[config.mk]
export PLATFORM = sky130hd
export DESIGN_NAME = alu_seq_ctrl_flat
export DESIGN_NICKNAME = d
export VERILOG_FILES = /design/src/rtl/alu_seq_ctrl_if.sv /design/src/rtl/alu_seq_ctrl.sv /design/src/flat_wrapper.sv
export SDC_FILE = /design/constraint.sdc
export NUM_CORES = 1
export LEC_CHECK = 0
export BUFFER_PORTS_ARGS = -buffer_cell sky130_fd_sc_hd__buf_4
export CAP_MARGIN = 20
export CORE_ASPECT_RATIO = 0.75
export CORE_MARGIN = 1
export CORE_UTILIZATION = 45
export CTS_CLUSTER_DIAMETER = 30
export DETAILED_ROUTE_END_ITERATION = 7
export PLACE_DENSITY = 0.76
export SLEW_MARGIN = 20
export SYNTH_ARGS = -nofsm -noshare
export SYNTH_HDL_FRONTEND = slang
export SYNTH_SLANG_ARGS = --single-unit
[constraint.sdc]
create_clock -name clk -period 2.1 [get_ports clk]
set_clock_uncertainty 0.2 [all_clocks]
set_input_delay 0.105 -clock clk [delete_from_list [all_inputs] [get_ports clk]]
set_output_delay 0.105 -clock clk [all_outputs]
set_load 0.05 [all_outputs]
[src/rtl/alu_seq_ctrl_if.sv]
// Request/response channel between decode/issue and alu_seq_ctrl.
// req_op carries the 4-bit cs_alu_op encoding defined in alu_seq_ctrl.
interface alu_seq_ctrl_if #(
  parameter int unsigned XLEN = 32
);
  logic            req_valid;
  logic            req_ready;
  logic [3:0]      req_op;
  logic            req_flip;
  logic [XLEN-1:0] req_a;
  logic [XLEN-1:0] req_b;
  logic            rsp_valid;
  logic            rsp_ready;
  logic [XLEN-1:0] rsp_result;

  modport master (
    output req_valid, req_op, req_flip, req_a, req_b, rsp_ready,
    input  req_ready, rsp_valid, rsp_result
  );

  modport slave (
    input  req_valid, req_op, req_flip, req_a, req_b, rsp_ready,
    output req_ready, rsp_valid, rsp_result
  );
endinterface

[src/rtl/alu_seq_ctrl.sv]
// Runs XLEN-bit ALU ops as two half-word passes on the shared HALF_W serial ALU.
// Optional macro ALU_SEQ_EARLY_OUT_EN: EQ finishes after P1 when the low halves differ.
module alu_seq_ctrl #(
  parameter int unsigned XLEN   = 32,
  parameter int unsigned HALF_W = 16
) (
  input  logic              clk,
  input  logic              rst_n,
  alu_seq_ctrl_if.slave     bus,
  output logic              alu_first_cycle_o,
  output logic [3:0]        alu_op_o,
  output logic              alu_cmp_flip_o,
  output logic [HALF_W-1:0] alu_a_o,
  output logic [HALF_W-1:0] alu_b_o,
  input  logic [HALF_W-1:0] alu_result_i,
  input  logic              alu_cmp_result_i,
  input  logic              alu_cmp_result_valid_i,
  output logic              busy_o
);

  typedef enum logic [3:0] {
    AluOpAnd   = 4'd0,
    AluOpAdd   = 4'd1,
    AluOpSub   = 4'd2,
    AluOpOr    = 4'd3,
    AluOpXor   = 4'd4,
    AluOpEq    = 4'd5,
    AluOpLt    = 4'd6,
    AluOpLtu   = 4'd7,
    AluOpSll   = 4'd8,
    AluOpSrl   = 4'd9,
    AluOpSra   = 4'd10,
    AluOpPlus4 = 4'd11
  } cs_alu_op;

  typedef enum logic [1:0] {StIdle, StP1, StP2, StResp} state_e;

  localparam int unsigned ShW = $clog2(XLEN);
  // Shift-amount bit that selects the single-pass (wide) path.
  localparam logic [HALF_W-1:0] WideMask = HALF_W'(1) << (ShW - 1);

  state_e          state_q, state_d;
  cs_alu_op        op_q, op_d;
  logic            flip_q, flip_d;
  logic [XLEN-1:0] a_q, a_d;
  logic [XLEN-1:0] b_q, b_d;
  logic [XLEN-1:0] res_q, res_d;

  logic              is_shift, hi_first, is_cmp, wide;
  logic [HALF_W-1:0] a_lo, a_hi, b_lo, b_hi, shamt_b, sra_fill;

  assign is_shift = op_q inside {AluOpSll, AluOpSrl, AluOpSra};
  assign hi_first = op_q inside {AluOpSrl, AluOpSra};
  assign is_cmp   = op_q inside {AluOpEq, AluOpLt, AluOpLtu};
  assign wide     = is_shift && b_q[ShW-1];
  assign a_lo     = a_q[HALF_W-1:0];
  assign a_hi     = a_q[XLEN-1:HALF_W];
  assign b_lo     = b_q[HALF_W-1:0];
  assign b_hi     = b_q[XLEN-1:HALF_W];
  assign shamt_b  = b_lo & ~WideMask;
  assign sra_fill = (op_q == AluOpSra) ? {HALF_W{a_q[XLEN-1]}} : '0;

`ifndef ALU_SEQ_EARLY_OUT_EN
  logic unused_cmp_valid;
  assign unused_cmp_valid = alu_cmp_result_valid_i;
`endif

  always_comb begin
    state_d           = state_q;
    op_d              = op_q;
    flip_d            = flip_q;
    a_d               = a_q;
    b_d               = b_q;
    res_d             = res_q;
    bus.req_ready     = 1'b0;
    bus.rsp_valid     = 1'b0;
    alu_first_cycle_o = 1'b1;
    alu_op_o          = op_q;
    alu_cmp_flip_o    = flip_q;
    alu_a_o           = '0;
    alu_b_o           = '0;

    unique case (state_q)
      StIdle: begin
        bus.req_ready = 1'b1;
        if (bus.req_valid) begin
          op_d    = cs_alu_op'(bus.req_op);
          flip_d  = bus.req_flip;
          a_d     = bus.req_a;
          b_d     = bus.req_b;
          if (cs_alu_op'(bus.req_op) == AluOpPlus4) begin
            op_d = AluOpAdd;
            b_d  = XLEN'(4);
          end
          state_d = StP1;
        end
      end
      StP1: begin
        alu_a_o = hi_first ? a_hi : a_lo;
        alu_b_o = is_shift ? shamt_b : b_lo;
        state_d = StP2;
        if (wide) begin
          if (hi_first) res_d = {sra_fill, alu_result_i};
          else          res_d = {alu_result_i, {HALF_W{1'b0}}};
          state_d = StResp;
        end else if (!is_cmp) begin
          if (hi_first) res_d[XLEN-1:HALF_W] = alu_result_i;
          else          res_d[HALF_W-1:0]    = alu_result_i;
        end
`ifdef ALU_SEQ_EARLY_OUT_EN
        else if (op_q == AluOpEq && alu_cmp_result_valid_i) begin
          // Low halves already differ, so the high pass cannot change the answer.
          res_d   = XLEN'(alu_cmp_result_i);
          state_d = StResp;
        end
`endif
      end
      StP2: begin
        alu_first_cycle_o = 1'b0;
        alu_a_o = hi_first ? a_lo : a_hi;
        alu_b_o = is_shift ? shamt_b : b_hi;
        if (is_cmp)        res_d = XLEN'(alu_cmp_result_i);
        else if (hi_first) res_d[HALF_W-1:0]    = alu_result_i;
        else               res_d[XLEN-1:HALF_W] = alu_result_i;
        state_d = StResp;
      end
      StResp: begin
        bus.rsp_valid = 1'b1;
        if (bus.rsp_ready) state_d = StIdle;
      end
      default: state_d = StIdle;
    endcase
  end

  assign bus.rsp_result = res_q;
  assign busy_o         = (state_q != StIdle);

  always_ff @(posedge clk) begin
    if (!rst_n) begin
      state_q <= StIdle;
      op_q    <= AluOpAnd;
      flip_q  <= 1'b0;
      a_q     <= '0;
      b_q     <= '0;
      res_q   <= '0;
    end else begin
      state_q <= state_d;
      op_q    <= op_d;
      flip_q  <= flip_d;
      a_q     <= a_d;
      b_q     <= b_d;
      res_q   <= res_d;
    end
  end

endmodule

[src/flat_wrapper.sv]
// flat-port wrapper written by rule: the top's interface ports become plain ports
module alu_seq_ctrl_flat 
#(
  parameter int unsigned XLEN   = 32,
  parameter int unsigned HALF_W = 16
)
  (clk, rst_n, alu_first_cycle_o, alu_op_o, alu_cmp_flip_o, alu_a_o, alu_b_o, alu_result_i, alu_cmp_result_i, alu_cmp_result_valid_i, busy_o, bus_req_valid, bus_req_op, bus_req_flip, bus_req_a, bus_req_b, bus_rsp_ready, bus_req_ready, bus_rsp_valid, bus_rsp_result);
  alu_seq_ctrl_if #(.XLEN(XLEN)) bus_i ();
  input  logic clk;
  input  logic rst_n;
  output logic alu_first_cycle_o;
  output logic [3:0] alu_op_o;
  output logic alu_cmp_flip_o;
  output logic [HALF_W-1:0] alu_a_o;
  output logic [HALF_W-1:0] alu_b_o;
  input  logic [HALF_W-1:0] alu_result_i;
  input  logic alu_cmp_result_i;
  input  logic alu_cmp_result_valid_i;
  output logic busy_o;
  input wire logic [$bits(bus_i.req_valid)-1:0] bus_req_valid;
  input wire logic [$bits(bus_i.req_op)-1:0] bus_req_op;
  input wire logic [$bits(bus_i.req_flip)-1:0] bus_req_flip;
  input wire logic [$bits(bus_i.req_a)-1:0] bus_req_a;
  input wire logic [$bits(bus_i.req_b)-1:0] bus_req_b;
  input wire logic [$bits(bus_i.rsp_ready)-1:0] bus_rsp_ready;
  output wire logic [$bits(bus_i.req_ready)-1:0] bus_req_ready;
  output wire logic [$bits(bus_i.rsp_valid)-1:0] bus_rsp_valid;
  output wire logic [$bits(bus_i.rsp_result)-1:0] bus_rsp_result;
  assign bus_i.req_valid = bus_req_valid;
  assign bus_i.req_op = bus_req_op;
  assign bus_i.req_flip = bus_req_flip;
  assign bus_i.req_a = bus_req_a;
  assign bus_i.req_b = bus_req_b;
  assign bus_i.rsp_ready = bus_rsp_ready;
  assign bus_req_ready = bus_i.req_ready;
  assign bus_rsp_valid = bus_i.rsp_valid;
  assign bus_rsp_result = bus_i.rsp_result;
  alu_seq_ctrl #(.XLEN(XLEN), .HALF_W(HALF_W)) u_core (.clk(clk), .rst_n(rst_n), .bus(bus_i), .alu_first_cycle_o(alu_first_cycle_o), .alu_op_o(alu_op_o), .alu_cmp_flip_o(alu_cmp_flip_o), .alu_a_o(alu_a_o), .alu_b_o(alu_b_o), .alu_result_i(alu_result_i), .alu_cmp_result_i(alu_cmp_result_i), .alu_cmp_result_valid_i(alu_cmp_result_valid_i), .busy_o(busy_o));
endmodule
After elaboration in Yosys (flattened, before gate mapping)
Cells that the tools add are included.

word-level totals
  input port bits = 91
  word-level logic and storage cells = 58
  output and inout port bits = 73
  flip-flop bits (word level) = 103

cells by class
  reduce and logical (&&, ||, !) cells = 11
  equal/unequal tests = 17
  muxes and demuxes = 23

operators by type and width
  cell                                                   count
  two-way mux 32 bit                                     5
  two-way mux 16 bit                                     6
  case mux 16 bit (2 select lines)                       2
  case mux 32 bit (2 select lines)                       1
  equality test 4 bit, second input constant             4
  equality test 4 x 3 -> 1 bit, second input constant    3
  inequality test 3 bit, second input constant           3
  case mux 2 bit (4 select lines)                        1
  AND reduction 4 bit                                    2
  inequality test 3 x 1 -> 1 bit, second input constant  2
  nonzero test 2 bit                                     3
  nonzero test 3 bit                                     2
  two-way mux 5 bit                                      1
  equality test 2 bit, second input constant             2
  two-way mux 1 bit                                      4
  two-way mux 2 bit                                      2
  two-way mux 4 bit                                      1
  inequality test 2 bit, second input constant           2
  AND reduction 2 bit                                    2
  equality test 2 x 1 -> 1 bit, second input constant    1
  zero test 2 bit                                        1
  logical AND 1 bit                                      1

Logic depth before layout (Yosys ltp)
  word-level depth = 6
  gate-level depth with buffers = 8
  depth with buffers taken out = 6

Worst setup path before layout
OpenSTA, ideal clock, no wires.

  path type = flip-flop to output port
  start = register u_core.op_q[1] (netlist: u_core.alu_op_o[1])
  end = output port alu_a_o[10]
  stages on the path, launching flop included = 7
  arrival time = 2.652 ns
  slack = -0.857 ns
  buffers on the path = 2
  required time = 1.795 ns
  path through = dfxtp_1 > buf_4 > xnor2_1 > nor2_1 > clkbuf_1 > a221oi_1 > nor3_1

on the way
  cells in the longest elaborated chain, start to end = 4

RTL lines
  what                                          line                                     RTL
  start: declaration                            alu_seq_ctrl.sv:43                       cs_alu_op op_q, op_d;
  start signal: assignment                      alu_seq_ctrl.sv:141                      op_q <= AluOpAnd;
  start signal: assignment                      alu_seq_ctrl.sv:148                      op_q <= op_d;
  equality test 4 bit                           alu_seq_ctrl.sv:53                       assign hi_first = op_q inside {AluOpSrl, AluOpSra};
  nonzero test 2 bit (*)                        alu_seq_ctrl.sv:53
  two-way mux 16 bit, on equally long branches  alu_seq_ctrl.sv:120, alu_seq_ctrl.sv:99
  case mux 16 bit (2 select lines) (*)          alu_seq_ctrl.sv:83                       unique case (state_q)
  end: declaration                              flat_wrapper.sv:14                       output logic [HALF_W-1:0] alu_a_o;

Every way passes the cells marked *; elsewhere a longest branch is shown, timed or not.

Worst setup path in the final report
  start = register u_core.op_q[0] (netlist: u_core.alu_op_o[0])
  end = register u_core.res_q[15] (netlist: u_core.bus.rsp_result[15])

on the way
  cells in the longest elaborated chain, start to end = 5

RTL lines
  what                                                                               line                                     RTL
  equality test 4 bit, on equally long branches                                      alu_seq_ctrl.sv:52, alu_seq_ctrl.sv:53
  nonzero test 3 bit or nonzero test 2 bit (tied branches)                           alu_seq_ctrl.sv:52, alu_seq_ctrl.sv:53
  logical AND 1 bit or two-way mux 32 bit (tied branches)                            alu_seq_ctrl.sv:55, alu_seq_ctrl.sv:103
  inequality test 3 bit (no line) or two-way mux 32 bit (tied branches)              --
  AND reduction 4 bit (no line) or case mux 32 bit (2 select lines) (tied branches)  --
  end signal: assignment                                                             alu_seq_ctrl.sv:152                      res_q <= res_d;
  end: declaration                                                                   alu_seq_ctrl.sv:47                       logic [XLEN-1:0] res_q, res_d;

Several ways; a longest one is shown, not always the timed one.
A chain may end at the register's enable or synchronous reset.

==> impl_metrics.py <==
metrics = {
    "synthesis": {
        "syn_area_sq_um": 4620,
        "synthCells": 542,
        "synth_seq_cells": 103,
        "seq_area_frac_synth_pct": 44.6,
        "syn_avg_cell_area_sq_um": 8.52,
        "yosys_warnings": 0,
        "synth-edff-count": 0,
        "synth.distinct_cells": 46,
        "synthFlopType": "dfxtp_1",
        "async_flop_share_pct": 0,
        "syn_nets": 637,
    },
    "sta": {
        "timing.final.crit_share_pct": 110,
        "tightest_slew_ns": 0.434,
        "period_needed_ns": 2.31,
        "max_slew_margin_pct": 71.1,
        "max_freq_mhz": 433,
        "fin_tns_setup_ns": -5.66,
        "drv_slew": 0,
        "rsz0062_at_grt": "true",
        "final_hold_viol_count": 0,
        "setup_violations": 49,
        "setup_ws_ns": -0.210,
    },
    "die": {
        "start_util_pct": 47.1,
        "io_pins": 164,
        "die_area_sq_um": 10700,
        "fp-row-count": 31,
        "fp.dieW_um": 119,
        "die_h_um": 89.7,
        "core_area_sq_um": 9810,
    },
    "clock_network": {
        "cts_root_buf": "clkbuf_16",
        "cts_tree": "done",
        "clkTransAtPathRegs_ns": 0.07,
        "numCtsBuffers": 9,
        "cts_num_sinks": 103,
        "ctsHtreeMaxLevel": 3,
        "clk_latency_ns": 0.35,
        "cts_buffer_depth": 2,
    },
    "routing": {
        "drcViolationCount": 0,
        "ant_nets": 0,
        "avgViaCountPerCell": 6.23,
        "wl_met3_um": 2160,
        "dr.pass1.iters": 5,
        "highest_layer": "met4",
        "drt-wirelength-per-cell_um": 23.8,
        "met1_length_um": 8370,
        "vias": 5909,
        "dr_wl_met2_um": 10800,
        "drt-initial-drc-count": 642,
        "finalWirelength_um": 22600,
    },
    "placement": {
        "hpwl_um": 9400,
        "io_buffers": 162,
        "place.gp.congestion": 0.801,
        "postPlaceCellArea_sq_um": 6320,
        "pre_cts_ws_ns": -0.120,
    },
    "critical_path": {
        "reg2reg_from": "u_core.alu_op_o[0]",
        "cp-startpoint": "u_core.alu_op_o[0]",
        "arrival_ns": 2.39,
        "cp-end-kind": "flip-flop",
        "critical_path.slowest_cell": "dfxtp_4",
        "timing.critical_path.buf_inv": 4,
        "path_max_fanout": 8,
        "path_class": "reg2reg",
        "crit_required_ns": 2.17,
        "max_stage_delay_ns": 0.38,
        "path_common_cell": "buf_6",
        "path_cells": "buf_6 > xor2_4 > buf_12 > nand2_8 > buf_6 > o311ai_4 > clkbuf_16 > mux2i_1",
        "crit_family": "buffers and inverters",
        "start_kind": "flip-flop",
    },
    "finish": {
        "final_nets": 904,
        "drive_above_1_share_pct": 41.9,
        "area_growth_pct": 92.6,
        "final_core_util_pct": 90.6,
        "stdcell_area_sq_um": 8890,
    },
    "min_path": {
        "hold_start": "alu_cmp_result_i",
        "min_path_type": "in2reg",
    },
    "status": {
        "status": "finished with violations",
        "violations": "setup timing",
    },
    "power": {
        "p_leak_nw": 3.50,
        "powerDensity_nw_per_um2": 1280,
        "ir_drop_v": 0.000744,
    },
    "global_routing": {
        "antenna_found_initial": 1,
        "grtUsageTotal_pct": 34.2,
        "grt_start_max_net_pins": 61,
        "grt_first_pass_wirelength_um": 29000,
        "grt_pass1_vias": 5727,
        "grt-ovfl-total": 0,
    },
    "job": {
        "drv_cap": 0,
    },
}
logic make-up (layout without fill, tap and decap cells):
family	after synthesis	after routing	share of synthesized area [%]
other	0	2	0
XOR/XNOR	2	2	0.786
adder cells (fa/ha/maj)	4	4	1.08
multiplexers	17	17	3.68
flip-flops	103	103	44.6
buffers and inverters	61	330	5.74
AO/OA/AOI/OAI	168	169	26.9
AND/OR/NAND/NOR	187	189	17.1
layer usage:
layer  vias to the layer above  GRT usage, %
li1                       2528             -
met1                      2832          41.3
met2                       435          58.0
met3                       114          8.31
met4                         0          14.6
met5                         -             0
power by group:
part	internal (mW)	switching, mW	leakage, nW	total (mW)
Combinational	2.57	4.26	2.52	6.83
Sequential	2.44	0.486	0.848	2.92
Clock	0.820	0.825	0.134	1.64
Total	5.83	5.57	3.50	11.4
flip-flops by register name, summed over array words and instances (netlist names):
register	count
u_core.alu_cmp_flip_o	1
u_core.a_q	32
u_core.b_q	32
u_core.alu_op_o	4
u_core.bus.rsp_result	32
u_core.state_q	2
timing repair:
item                       CTS  global route
pin swaps                   11            27
resized for setup          114            44
setup buffers               16             8
hold endpoints to repair   103             0
hold buffers                88             0
setup endpoints to repair   48            64
gates cloned                 5             6
through the flow:
step | cells | power [mW] | hold slack [ns]
detailed placement | 807 | 7.58 | 0.147
global placement | 807 | 7.47 | 0.140
CTS | 932 | 10.4 | 0.0892
floorplan | 542 | 6.25 | 0.0329
global route | 948 | 11.7 | 0.147
finish | 948 | 11.4 | 0.136
area by class of cell:
class | count | area [sq um]
multi-input combinational | 381 | 3340
clock inverter | 7 | 57.6
timing repair buffer | 303 | 2960
sequential | 103 | 2080
fill | 375 | 920
clock buffer | 9 | 225
antenna | 2 | 5.00
tap | 132 | 165
inverter | 11 | 52.6
worst reg2reg max path: cells and delay by family (launching register included):
family          cells  cell delay, ns
compound gates      1            0.36
xor+xnor            1            0.23
buf+inv             4            0.72
flops               1            0.38
mux                 1            0.23
simple gates        1            0.13
synth_stat cells, drive strengths merged (2+ instances only):
cell type,count,area (sq um)
clkbuf,35,131
inv,10,37.5
dfxtp,103,2060
a31oi,3,40.0
a31o,2,17.5
nand4,2,12.5
nand3,16,80.1
nand2,90,345
o21ai,2,10.0
buf,15,92.6
a221oi,32,280
mux2i,17,170
a22oi,49,368
ha,4,50.1
nor2b,2,12.5
nand2b,2,12.5
nor2,52,195
a211oi,2,15.0
a21oi,54,282
o2bb2ai,16,140
nor3,17,85.1
worst paths after layout:
path	slack, ns	cells after the start	to
max	-0.21	8	u_core.bus.rsp_result[15]
min	0.14	5	u_core.bus.rsp_result[0]
max reg2reg	-0.21	8	u_core.bus.rsp_result[15]
min reg2reg	0.27	2	u_core.bus.rsp_result[11]
cell usage in the layout, fill, tap and decap left out, types with 2 or more instances in the layout:
cell type	instances
nand2_2	2
buf_4	151
inv_1	6
nand3_1	16
dlygate4sd3_1	88
buf_12	12
o21ai_0	2
o2bb2ai_1	16
a22oi_2	12
nor2_1	36
buf_8	2
a21oi_1	52
clkinvlp_4	3
dfxtp_4	5
inv_2	2
nand2_8	2
diode_2	2
nand4_1	2
nand2b_1	2
a221oi_2	2
nor3_4	16
a221oi_4	30
a22oi_1	37
buf_6	41
a21oi_4	2
dfxtp_1	97
nor2_4	11
buf_16	2
mux2i_1	17
a31o_4	2
clkbuf_16	14
clkinv_4	3
nor2_2	5
nand2_1	87
ha_4	3
(Power assumes the default switching activity.)
